## config.mk

```make
export PLATFORM = sky130hd
export DESIGN_NAME = stage2_decode
export DESIGN_NICKNAME = d
export VERILOG_FILES = /design/src/rtl/stage2_decode.sv
export SDC_FILE = /design/constraint.sdc
export NUM_CORES = 1
export LEC_CHECK = 0
export ABC_AREA = 1
export BUFFER_PORTS_ARGS = -buffer_cell sky130_fd_sc_hd__buf_2
export CAP_MARGIN = 20
export CORE_MARGIN = 8
export CORE_UTILIZATION = 40
export CTS_CLUSTER_DIAMETER = 200
export DETAILED_ROUTE_END_ITERATION = 10
export SKIP_CTS_REPAIR_TIMING = 1
export SYNTH_ARGS = -nofsm -noshare
export SYNTH_HDL_FRONTEND = slang
export SYNTH_SLANG_ARGS = --single-unit
```

## constraint.sdc

```tcl
create_clock -name clk2 -period 2.4 [get_ports clk2]
set_clock_uncertainty 0.05 [all_clocks]
set_input_delay 0.6 -clock clk2 [delete_from_list [all_inputs] [get_ports clk2]]
set_output_delay 0.6 -clock clk2 [all_outputs]
set_load 0.01 [all_outputs]
```

## src/rtl/stage2_decode.sv

```systemverilog
// stage2_decode
//   Receive-side inverse of the stage-2 check-bit encoder. Each accepted 17-bit
//   word {payload[15:0], chk} returns its payload one cycle later. The check bit
//   is verified against a key-selected reduction of the PREVIOUS payload, because
//   the encoder appends f(previous data). Mismatches feed a saturating total-error
//   counter. A run of ERR_LIMIT consecutive mismatches latches FAULT, which holds
//   until resync or reset.
//
// Parameters
//   ERR_LIMIT   consecutive mismatches that force FAULT (0 = never fault)
//   CNT_W       width of the saturating total-error counter
//
// Ports
//   clk2        in   1      clock, rising edge
//   rst         in   1      synchronous active-low reset
//   key_bits    in   5      [1:0] selects the check function, [4:2] unused
//   stg2_in     in   17     [16:1] payload, [0] check bit
//   stg2_valid  in   1      stg2_in valid this cycle
//   resync      in   1      drop check history; the next word is taken unchecked
//   dec_out     out  16     decoded payload
//   done        out  1      one-cycle pulse: dec_out/chk_err updated
//   chk_err     out  1      check result for the word flagged by done
//   err_cnt     out  CNT_W  total mismatches since reset, saturating
//   fault       out  1      high while in FAULT
module stage2_decode #(
   parameter int ERR_LIMIT = 3,
   parameter int CNT_W     = 8
) (
   input  logic             clk2,
   input  logic             rst,
   input  logic [4:0]       key_bits,
   input  logic [16:0]      stg2_in,
   input  logic             stg2_valid,
   input  logic             resync,
   output logic [15:0]      dec_out,
   output logic             done,
   output logic             chk_err,
   output logic [CNT_W-1:0] err_cnt,
   output logic             fault
);

   typedef enum logic [1:0] {ST_RUN, ST_SYNC, ST_FAULT} state_t;

   // The consecutive-error count saturates so it cannot wrap when faulting is
   // disabled; ERR_LIMIT is expected to stay below its ceiling.
   localparam int            CONSEC_W = 8;
   localparam logic [CONSEC_W-1:0] LIMIT = CONSEC_W'(ERR_LIMIT);

   state_t              state, state_n;
   logic [15:0]         prev_data, prev_n;
   logic [CONSEC_W-1:0] consec, consec_n, consec_inc;
   logic [15:0]         dec_n;
   logic                done_n, chk_n, fault_n, mism;
   logic [CNT_W-1:0]    cnt_n;
   logic [15:0]         payload;
   logic                unused_key;

   // Check function shared with the encoder.
   function automatic logic chk_fn(input logic [1:0] k, input logic [15:0] d);
      case (k)
         2'b00:   chk_fn = ~^d;
         2'b10:   chk_fn = &d;
         default: chk_fn = |d;
      endcase
   endfunction

   function automatic logic [CNT_W-1:0] sat_cnt(input logic [CNT_W-1:0] v);
      sat_cnt = (&v) ? v : v + 1'b1;
   endfunction

   function automatic logic [CONSEC_W-1:0] sat_consec(input logic [CONSEC_W-1:0] v);
      sat_consec = (&v) ? v : v + 1'b1;
   endfunction

   assign unused_key = ^key_bits[4:2];
   assign payload    = stg2_in[16:1];
   assign mism       = stg2_in[0] != chk_fn(key_bits[1:0], prev_data);
   assign consec_inc = sat_consec(consec);

   // Next-state / next-output logic
   always_comb begin
      state_n  = state;
      prev_n   = prev_data;
      consec_n = consec;
      dec_n    = dec_out;
      done_n   = 1'b0;
      chk_n    = chk_err;
      cnt_n    = err_cnt;
      fault_n  = fault;
      if (resync) begin
         // Resync wins over any word presented in the same cycle.
         state_n  = ST_SYNC;
         fault_n  = 1'b0;
         consec_n = '0;
      end else begin
         case (state)
            ST_RUN: begin
               if (stg2_valid) begin
                  done_n = 1'b1;
                  dec_n  = payload;
                  chk_n  = mism;
                  prev_n = payload;
                  if (mism) begin
                     consec_n = consec_inc;
                     cnt_n    = sat_cnt(err_cnt);
                     if (ERR_LIMIT != 0 && consec_inc >= LIMIT) begin
                        state_n = ST_FAULT;
                        fault_n = 1'b1;
                     end
                  end else begin
                     consec_n = '0;
                  end
               end
            end
            ST_SYNC: begin
               // First word after resync has no trusted history: take it unchecked.
               if (stg2_valid) begin
                  done_n   = 1'b1;
                  dec_n    = payload;
                  chk_n    = 1'b0;
                  prev_n   = payload;
                  consec_n = '0;
                  state_n  = ST_RUN;
               end
            end
            default: ; // FAULT: input ignored, everything holds
         endcase
      end
   end

   // State / output registers
   always_ff @(posedge clk2) begin
      if (!rst) begin
         state     <= ST_RUN;
         prev_data <= '0;
         consec    <= '0;
         dec_out   <= '0;
         done      <= 1'b0;
         chk_err   <= 1'b0;
         err_cnt   <= '0;
         fault     <= 1'b0;
      end else begin
         state     <= state_n;
         prev_data <= prev_n;
         consec    <= consec_n;
         dec_out   <= dec_n;
         done      <= done_n;
         chk_err   <= chk_n;
         err_cnt   <= cnt_n;
         fault     <= fault_n;
      end
   end

endmodule

```

-- Word-level counts from Yosys, hierarchy flattened
Index checks and enable logic that the tools add are counted.
- flip-flop bits (word level): 37
- bits in latches: 0
- memory bits (writable): 0
- ROM bits: 0
- bits of input ports: 26
- output and inout bits: 27
- memories: 0
- $add $sub $neg: 2
- multiply operators: 0
- divide/modulo/power cells: 0
- order comparisons: 1
- equal/unequal tests: 11
- shifts and indexed selects: 0
- mux-type cells: 16
- bitwise operators: 4
- reductions and logical operators: 19
- operator list (cell ; number):
    $mux 8 ; 4
    $add 8x1->8 const B ; 2
    $pmux 8 s2 ; 1
    $reduce_and 16->1 ; 1
    $reduce_and 8->1 ; 2
    $reduce_or 16->1 ; 1
    $reduce_xnor 16->1 ; 1
    $reduce_and 5->1 ; 3
    $ne 3x3->1 const B ; 4
    $ge 8x2->1 const B ; 1
    $mux 2 ; 4
    $ne 2x2->1 const B ; 4
    $reduce_and 4->1 ; 2
    $reduce_and 3->1 ; 2
    $logic_not 2->1 ; 2
    $mux 1 ; 4
    $not 1->1 ; 4
    $pmux 1 s2 ; 2
    $pmux 2 s2 ; 1
    $reduce_or 2->1 ; 2
    $reduce_bool 3->1 ; 1
    $reduce_or 3->1 ; 1
    $eq 2x1->1 const B ; 1
    $eq 2x2->1 const B ; 1
    2 further kinds ; 2

-- Longest topological paths before layout
Gate-level depths: netlist of run 1.
- word-level depth: 8
- depth in mapped cells: 17
- gate-level depth less buffers: 17

-- Worst setup path after synthesis of run 1
Ideal clock, no wire load.
- path type: flip-flop to flip-flop
- from: register prev_data[2]
- to: register err_cnt[2]
- setup time: 0.073 ns
- arrival time: 1.810 ns
- slack: 0.467 ns
- cell stages (with the launch flop): 16
- period minus slack after synthesis: 1.933 ns
- path through: dfxtp_1 > inv_1 > ha_1 > buf_4 > xnor2_1 > nand2_1 > nand2_1 > nand2_1 > nand3_2 > nand2_2 > nand2_1 > nand2_2 > nand2_4 > buf_6 > nand4_1 > a21oi_1
- longest elaborated chain between the ends: 4
- ends and longest elaborated chain (what ; line ; text):
    from (decl) ; 50 ; logic [15:0] prev_data, prev_n;
    from (signal assigned) ; 144 ; prev_data <= prev_n;
    $reduce_or 16->1 (tied with other cells) ; 63 ; default: chk_fn = |d;
    $pmux 1 s2 (*) ; 60 ; case (k)
    $ne 1x1->1 (*) ; 77 ; assign mism = stg2_in[0] != chk_fn(key_bits[1:0], prev_data);
    $reduce_and 5->1 (no line) (*) ; - ;
    to (signal assigned) ; 149 ; err_cnt <= cnt_n;
    to (decl) ; 38 ; output logic [CNT_W-1:0] err_cnt,
Every way passes the cells marked *; elsewhere a longest branch is shown, timed or not.
A chain may end at the register's enable or synchronous reset.

-- Final worst setup path of run 1
- from: register prev_data[12]
- to: register err_cnt[6]
The elaborated chain is that of the path after synthesis.

==> impl_results.md, run 1 <==
- # DRC: 0
- Syn Inst Count: 308
- FILL cells: approximately 580
- Slew HR: about three quarters
- DRT Pass-1 Iters: 4
- Max frequency: approximately 0.48 GHz
- Die width: 90.60 um
- Clk slew on worst S/H paths: around 0.07 ns
- Final Power: between 1 and 1.5 mW
- Dpl ws: approximately 0.23 ns
- Leading area contributor after synthesis: dfxtp_1
- Outcome: complete, no violations
- TritonCTS clock tree: yes
- Min-delay src: fault
- WL final: between 5000 and 6000 um
- I/O pin count: 53
- Core ar.: 5439 um^2
- DIE AREA: 8207 um^2
- Fin nets: roughly 400
- Synth Net Count: approximately 350
- Die Y: around 90 um
- Clock tree buffer depth: 2
- Worst setup SP type: flip-flop
- Register bit count reported by yosys: 37
- Sequential-to-total area share from yosys stat: 33.28%
- Number of non-filler instances in the completed layout: around 430
- Starting Density: 40.92%
- Placed Instance Area: between 2000 and 3000 um^2
- Number of global-route vias before repair: between 2000 and 2500
- Antenna violations before repair: 0
- Top post-synthesis cells by area: dfxtp_1 33%, nand2_1 11%, ha_1 10%
- Synth warn: 0
- GPL Wtd Cong: about 0.80
- Slowest stage delay, CP: around 0.37 ns
- Crit Path Class: reg -> reg
- Final worst slack: ~0.30 ns
- Max_cap viols: 0
- Final core occ: a little under half
- Vias/cell: 4.749
- Worst slew pin tran: ~0.40 ns
- Final Hold Fails: 0
- DR WL/cell: 12.22 um
- Total global-route track usage: 13.46%
- CP max FO: 13
- CTS Buf Count: 5
- Largest net degree at the start of global routing: 34
- # clock sinks: 37
- Final count of negative-setup-slack endpoints: 0
- Max IR drop VDD: ~240 uV
- R2r worst-path depth: 16
- Cell mode on critical path: nand2_1
- Global-route wire length before repair: between 9000 and 10000 um
- Synth top area share: between 30% and 40%
- TNS Setup: 0 ns
- CP arrival: about 2.2 ns
- Hold depth: 2
- Root Buffer: clkbuf_8
- Fin area: 2609 um^2
- Worst hold path type: reg -> reg
- FP Rows: 27
- CP Cell Sequence: inv_1 > ha_1 > inv_1 > nand2_1 > nand2_1 > inv_1 > nand2_1 > nand2_1 > nand2_1 > nand3_2 > nand2_2 > nand3_2 > nand2_4 > nand3_4 > nand2_1 > a21oi_1
- CP required: 2.53 ns
- Area Growth Syn to Fin: 17.20%
- N_diodes: 0
- Syn avg cell area: between 7 and 8 um^2
- Library cells used by synthesis: 30
- Drt first-iter violations: between 100 and 150
- IO Port Bufs: a little under 50
- Crit end category: flip-flop
- Slowest cell on crit path: ha_1
- Crit path from: prev_data[12]
- Reg2Reg Launch Point: prev_data[12]
- Leak: around 1.2 nW
- Routed Antenna Nets: 0
- Layout cells sized above 1: 19.15%
- RSZ-0062 raised after global routing: no
- Final period utilization: between 80% and 90%
- WHS: around 0.40 ns
- Post-DP HPWL: 3991 um
- Total number of vias: approximately 2000
- Cells after DPL: 419
- Fin. max-slew vios: 0
- Post-Syn Area: roughly 2200 um^2
- Minimum clock period: ~2.1 ns
- CTS H-tree lvls: 2
- Grt ovf: 0
- Pwr Density: between 500 and 600 nW/um^2
- Clock Latency Late Sink: about 0.29 ns
## worst paths after layout
| path | to | slack, ns |
|---|---|---|
| min reg2reg | fault | 0.40 |
| max | err_cnt[6] | 0.30 |
| min | fault | 0.40 |
| max reg2reg | err_cnt[6] | 0.30 |
## final cells by class
| class | instances | area, um^2 | area share [%] |
|---|---|---|---|
| Tap cell | 72 | 90.09 | 3.453 |
| Sequential cell | 37 | 740.7 | 28.39 |
| Timing Repair Buffer | 51 | 260.3 | 9.976 |
| Multi-Input combinational cell | 218 | 1284 | 49.21 |
| Inverter | 41 | 153.9 | 5.899 |
| Clock buffer | 8 | 80.08 | 3.070 |
## synthesized netlist by cell type
library cell / n
ha_1: 18
nor3_1: 4
inv_1: 38
and3_1: 1
nand3b_1: 2
inv_2: 1
or2_2: 1
clkbuf_2: 1
buf_4: 2
o21ai_0: 18
buf_6: 1
buf_2: 1
o211a_1: 1
clkinv_1: 2
xor2_1: 9
clkbuf_1: 7
nand2_1: 68
nand3_2: 4
a21oi_2: 1
a211oi_1: 1
nand2_2: 3
nand3_1: 5
nor3_4: 1
nor2_1: 16
nand4_1: 16
nand2_4: 1
a21oi_1: 38
dfxtp_1: 37
xnor2_1: 9
o21ai_1: 1
## registers in the layout, indices dropped and copies added (netlist names)
register and count:
chk_err 1, consec 8, done 1, err_cnt 8, fault 1, prev_data 16
state 2
## report_power, final
group | internal (mW) | total [mW] | switching, mW
combinational | 0.127 | 0.325 | 0.198
clock | 0.206 | 0.421 | 0.215
sequential | 0.638 | 0.656 | 0.0184
## per-layer routing
layer,global-route usage [%],vias to the layer above,wire length (um)
met5,0,-,0
met4,4.577,0,70
met3,3.491,5,173
met2,21.92,27,2369
met1,16.69,908,2606
li1,-,1088,-
## layout by cell type (no fill, tap or decap), types with 4 or more instances in the layout
cell | synthesis | layout
clkbuf_8 | 0 | 5
nand2_1 | 68 | 68
inv_1 | 38 | 38
nand4_1 | 16 | 16
o21ai_0 | 18 | 18
xnor2_1 | 9 | 9
dfxtp_1 | 37 | 37
nor3_1 | 4 | 4
a21oi_1 | 38 | 38
buf_2 | 1 | 49
xor2_1 | 9 | 9
nor2_1 | 16 | 16
nand3_1 | 5 | 5
ha_1 | 18 | 18
## logic make-up (layout without fill, tap and decap cells)
kind of cell | count (synthesis) | in the layout | share of synthesized area [%]
simple gates | 122 | 122 | 25.80
compound gates | 60 | 60 | 14.00
buf+inv | 53 | 100 | 9.724
flops | 37 | 37 | 33.28
fa+ha+maj | 18 | 18 | 10.12
xor+xnor | 18 | 18 | 7.083
## worst max-delay path: cells and delay by family (launching register included)
kind | cells | cell delay, ns
AOI/OAI and AO/OA | 1 | 0.05
adders and majority gates | 1 | 0.37
buffers and inverters | 3 | 0.19
DFF | 1 | 0.36
and+or+nand+nor | 11 | 0.98
No activity file was read; power rests on OpenSTA's default activity.
==> inputs of run 2 (changes only) <==
--- a/config.mk
+++ b/config.mk
@@ -5,7 +5,6 @@
 export SDC_FILE = /design/constraint.sdc
 export NUM_CORES = 1
 export LEC_CHECK = 0
-export ABC_AREA = 1
 export BUFFER_PORTS_ARGS = -buffer_cell sky130_fd_sc_hd__buf_2
 export CAP_MARGIN = 20
 export CORE_MARGIN = 8
==> run 2 against run 1 <==
  * Final cell count down 8.7%
  * Combinational power up 14%
  * Sequential power down 1%
  * Global-route usage about the same
  * Fmax down 9.0%
  * Non-clock buffer count up 22
  * Area after synthesis down 5.5%
  * Critical path type unchanged
  * Critical endpoint is now err_cnt[2]
  * Largest power group unchanged
==> impl_results.md, run 2 <==
- Clock tree buffer depth: 2
- Most frequent cells in the layout: 49 x buf_2, 46 x nand2_1, 30 x dfxtp_1
- Syn avg cell area: about 8.5 um^2
- # clock sinks: 37
- Worst Setup EP: err_cnt[2]
- Number of global-route vias before repair: 1892
- Fin nets: 363
- Commonest non-fill, non-tap cell in the layout: buf_2
- I/O pin count: 53
- Clock Latency Late Sink: ~0.29 ns
- R2R setup slack: approximately 0.086 ns
- CP Cell Sequence: inv_1 > ha_4 > xnor2_2 > xnor2_2 > xnor2_2 > a311oi_4 > buf_6 > a21oi_4 > and2_4 > mux2i_1
- Synth Net Count: roughly 290
- Slowest stage delay, CP: approximately 0.34 ns
- Synth warn: 0
- DIE AREA: 7838 um^2
- Number of enable flip-flop cells after synthesis: 0
- Slowest cell on crit path: dfxtp_2
- TritonCTS clock tree: yes
- Reg2Reg Launch Point: prev_data[2]
- R2r worst-path depth: 10
- Starting Density: around 41%
- Die Y: about 90 um
- # DRC: 0
- Root Buffer: clkbuf_8
- FP Rows: 26
- Critical path buffers and inverters: 2
- Area Growth Syn to Fin: 34.72%
- CP required: about 2.6 ns
- Final count of negative-setup-slack endpoints: 0
- Core ar.: slightly above 5000 um^2
- CP arrival: 2.49 ns
- Switch Pwr: about 0.44 mW
- Synth top area share: 35.20%
- Post-Syn Area: around 2100 um^2
- Routed Antenna Nets: 0
- Max IR drop VDD: around 350 uV
- Worst slew pin tran: 0.7106 ns
- Clk slew on worst S/H paths: roughly 0.08 ns
- Async SR Flop Fraction: 0%
- Biggest register: prev_data
- Layout cells sized above 1: between 30% and 40%
- Worst path top cell family by delay: XOR/XNOR gates
- Combinational share of power: between 20% and 30%
- Drt first-iter violations: 76
- Main synth FF type: dfxtp_1
- N_diodes: 0
- Total global-route track usage: between 10 and 15%
- Vias/cell: ~4.9
- Leak: 1.256 nW
- Antenna violations before repair: 0
- Global-route wire length before repair: about 8500 um
- Clock power share: a little over a third
- Register bit count reported by yosys: 37
- Switching part of the total: roughly 28%
- Grt ovf: 0
- Worst setup SP type: flip-flop
- CTS H-tree lvls: 2
- Regs by FF count: prev_data (16), consec (8), err_cnt (8)
- Max_cap viols: 0
- Sequential-to-total area share from yosys stat: a little over a third
- Internal: roughly 1.2 mW
- Leading area contributor after synthesis: dfxtp_1
- Pwr Density: 562.3 nW/um^2
- Crit Path Class: reg -> reg
- TNS Setup: 0 ns
- Reg-to-reg critical path endpoint: err_cnt[2]
- IO Port Bufs: a little under 50
- Slew HR: 52.63%
- Max reg flops: 16
- Largest net degree at the start of global routing: 26
- Cell mode on critical path: xnor2_2
- CTS Buf Count: 5
- Worst hold path type: reg -> reg
- Post-DP HPWL: approximately 3700 um
- Sequential power share: 40.6%
- Most instantiated library cell after synthesis: nand2_1
- Total number of vias: roughly 1900
- Fin. max-slew vios: 0
- Minimum clock period: approximately 2.3 ns
- Die width: ~89 um
- WL final: 5121 um
- Syn Inst Count: between 200 and 250
- Crit path from: prev_data[2]
- Max frequency: 0.4321 GHz
- DR WL/cell: about 13 um
- Final Hold Fails: 0
- Final period utilization: a little over nine tenths
- Crit end category: flip-flop
- WHS: ~0.42 ns
- DRT Pass-1 Iters: 4
- Top post-synthesis cells by area: dfxtp_1 35%, ha_1 11%, nand2_1 8.2%
- CP max FO: 5
- GPL Wtd Cong: around 0.76
- Stages on the worst setup path: 10
- Library cells used by synthesis: 38
- Outcome: complete, no violations
- Commonest cells in the netlist: 46 x nand2_1, 37 x dfxtp_1, 18 x ha_1
run 2: kinds of logic (layout without fill, tap and decap cells):
group                    Yosys count  in the layout  share of synthesized area [%]
AND/OR/NAND/NOR                  102            102                          23.96
adder cells (fa/ha/maj)           18             18                          10.70
AO/OA/AOI/OAI                     48             48                          17.48
multiplexers                       7              7                          3.330
buffers and inverters             27             98                          4.816
flip-flops                        37             37                          35.20
XOR/XNOR                          10             10                          4.519
run 2: power groups by stage:
stage | Clock, mW | Sequential (mW) | Combinational, mW
floorplan | 0 | 0.671 | 0.202
global placement | 0 | 0.661 | 0.307
detailed placement | 0 | 0.661 | 0.311
CTS | 0.590 | 0.647 | 0.314
global route | 0.615 | 0.651 | 0.406
finish | 0.576 | 0.648 | 0.371
run 2: area by class of cell:
type                       count  area [um^2]
sequential                    37        749.5
fill                         493         2272
clock buffer                   6        82.58
tap                           70        87.58
inverter                      17        63.81
clock inverter                 2        37.54
timing repair buffer          73        429.2
multi-input combinational    185         1385
run 2: how the worst min path moves through the flow:
| stage | startpoint | to | slack, ns | cells after the start |
|---|---|---|---|---|
| 5_1_grt | err_cnt[4] | err_cnt[4] | 0.47 | 2 |
| 4_1_cts | fault | fault | 0.43 | 2 |
| 3_5_place_dp | fault | fault | 0.41 | 2 |
| 6_report | fault | fault | 0.42 | 2 |
| 2_1_floorplan | state[1] | state[1] | 0.41 | 2 |
| 3_3_place_gp | fault | fault | 0.40 | 2 |
run 2: per-stage QoR:
stage               instance area, um^2  std cells  utilization (%)  power [mW]  setup WS [ns]
floorplan                          2105        249                -      0.8731         0.1878
global placement                   2550        378            49.93      0.9681        0.05416
detailed placement                 2550        378            49.93      0.9717        0.02964
CTS                                2670        386            52.28       1.551        0.01164
global route                       2835        390            55.51       1.672       -0.02100
finish                             2835        390            55.51       1.594        0.08579
run 2: worst min-delay path, stage by stage (launching register included):
cell and delay (ns):
dfxtp_1 0.33, a31oi_1 0.04, nor2_1 0.07
run 2: routing by layer:
layer | vias to the layer above | global-route usage [%] | share of wire [%]
met5 | - | 0 | 0
met4 | 0 | 4.147 | 1.3
met3 | 6 | 3.714 | 5.2
met2 | 40 | 21.86 | 46
met1 | 872 | 16.88 | 47
li1 | 993 | - | -
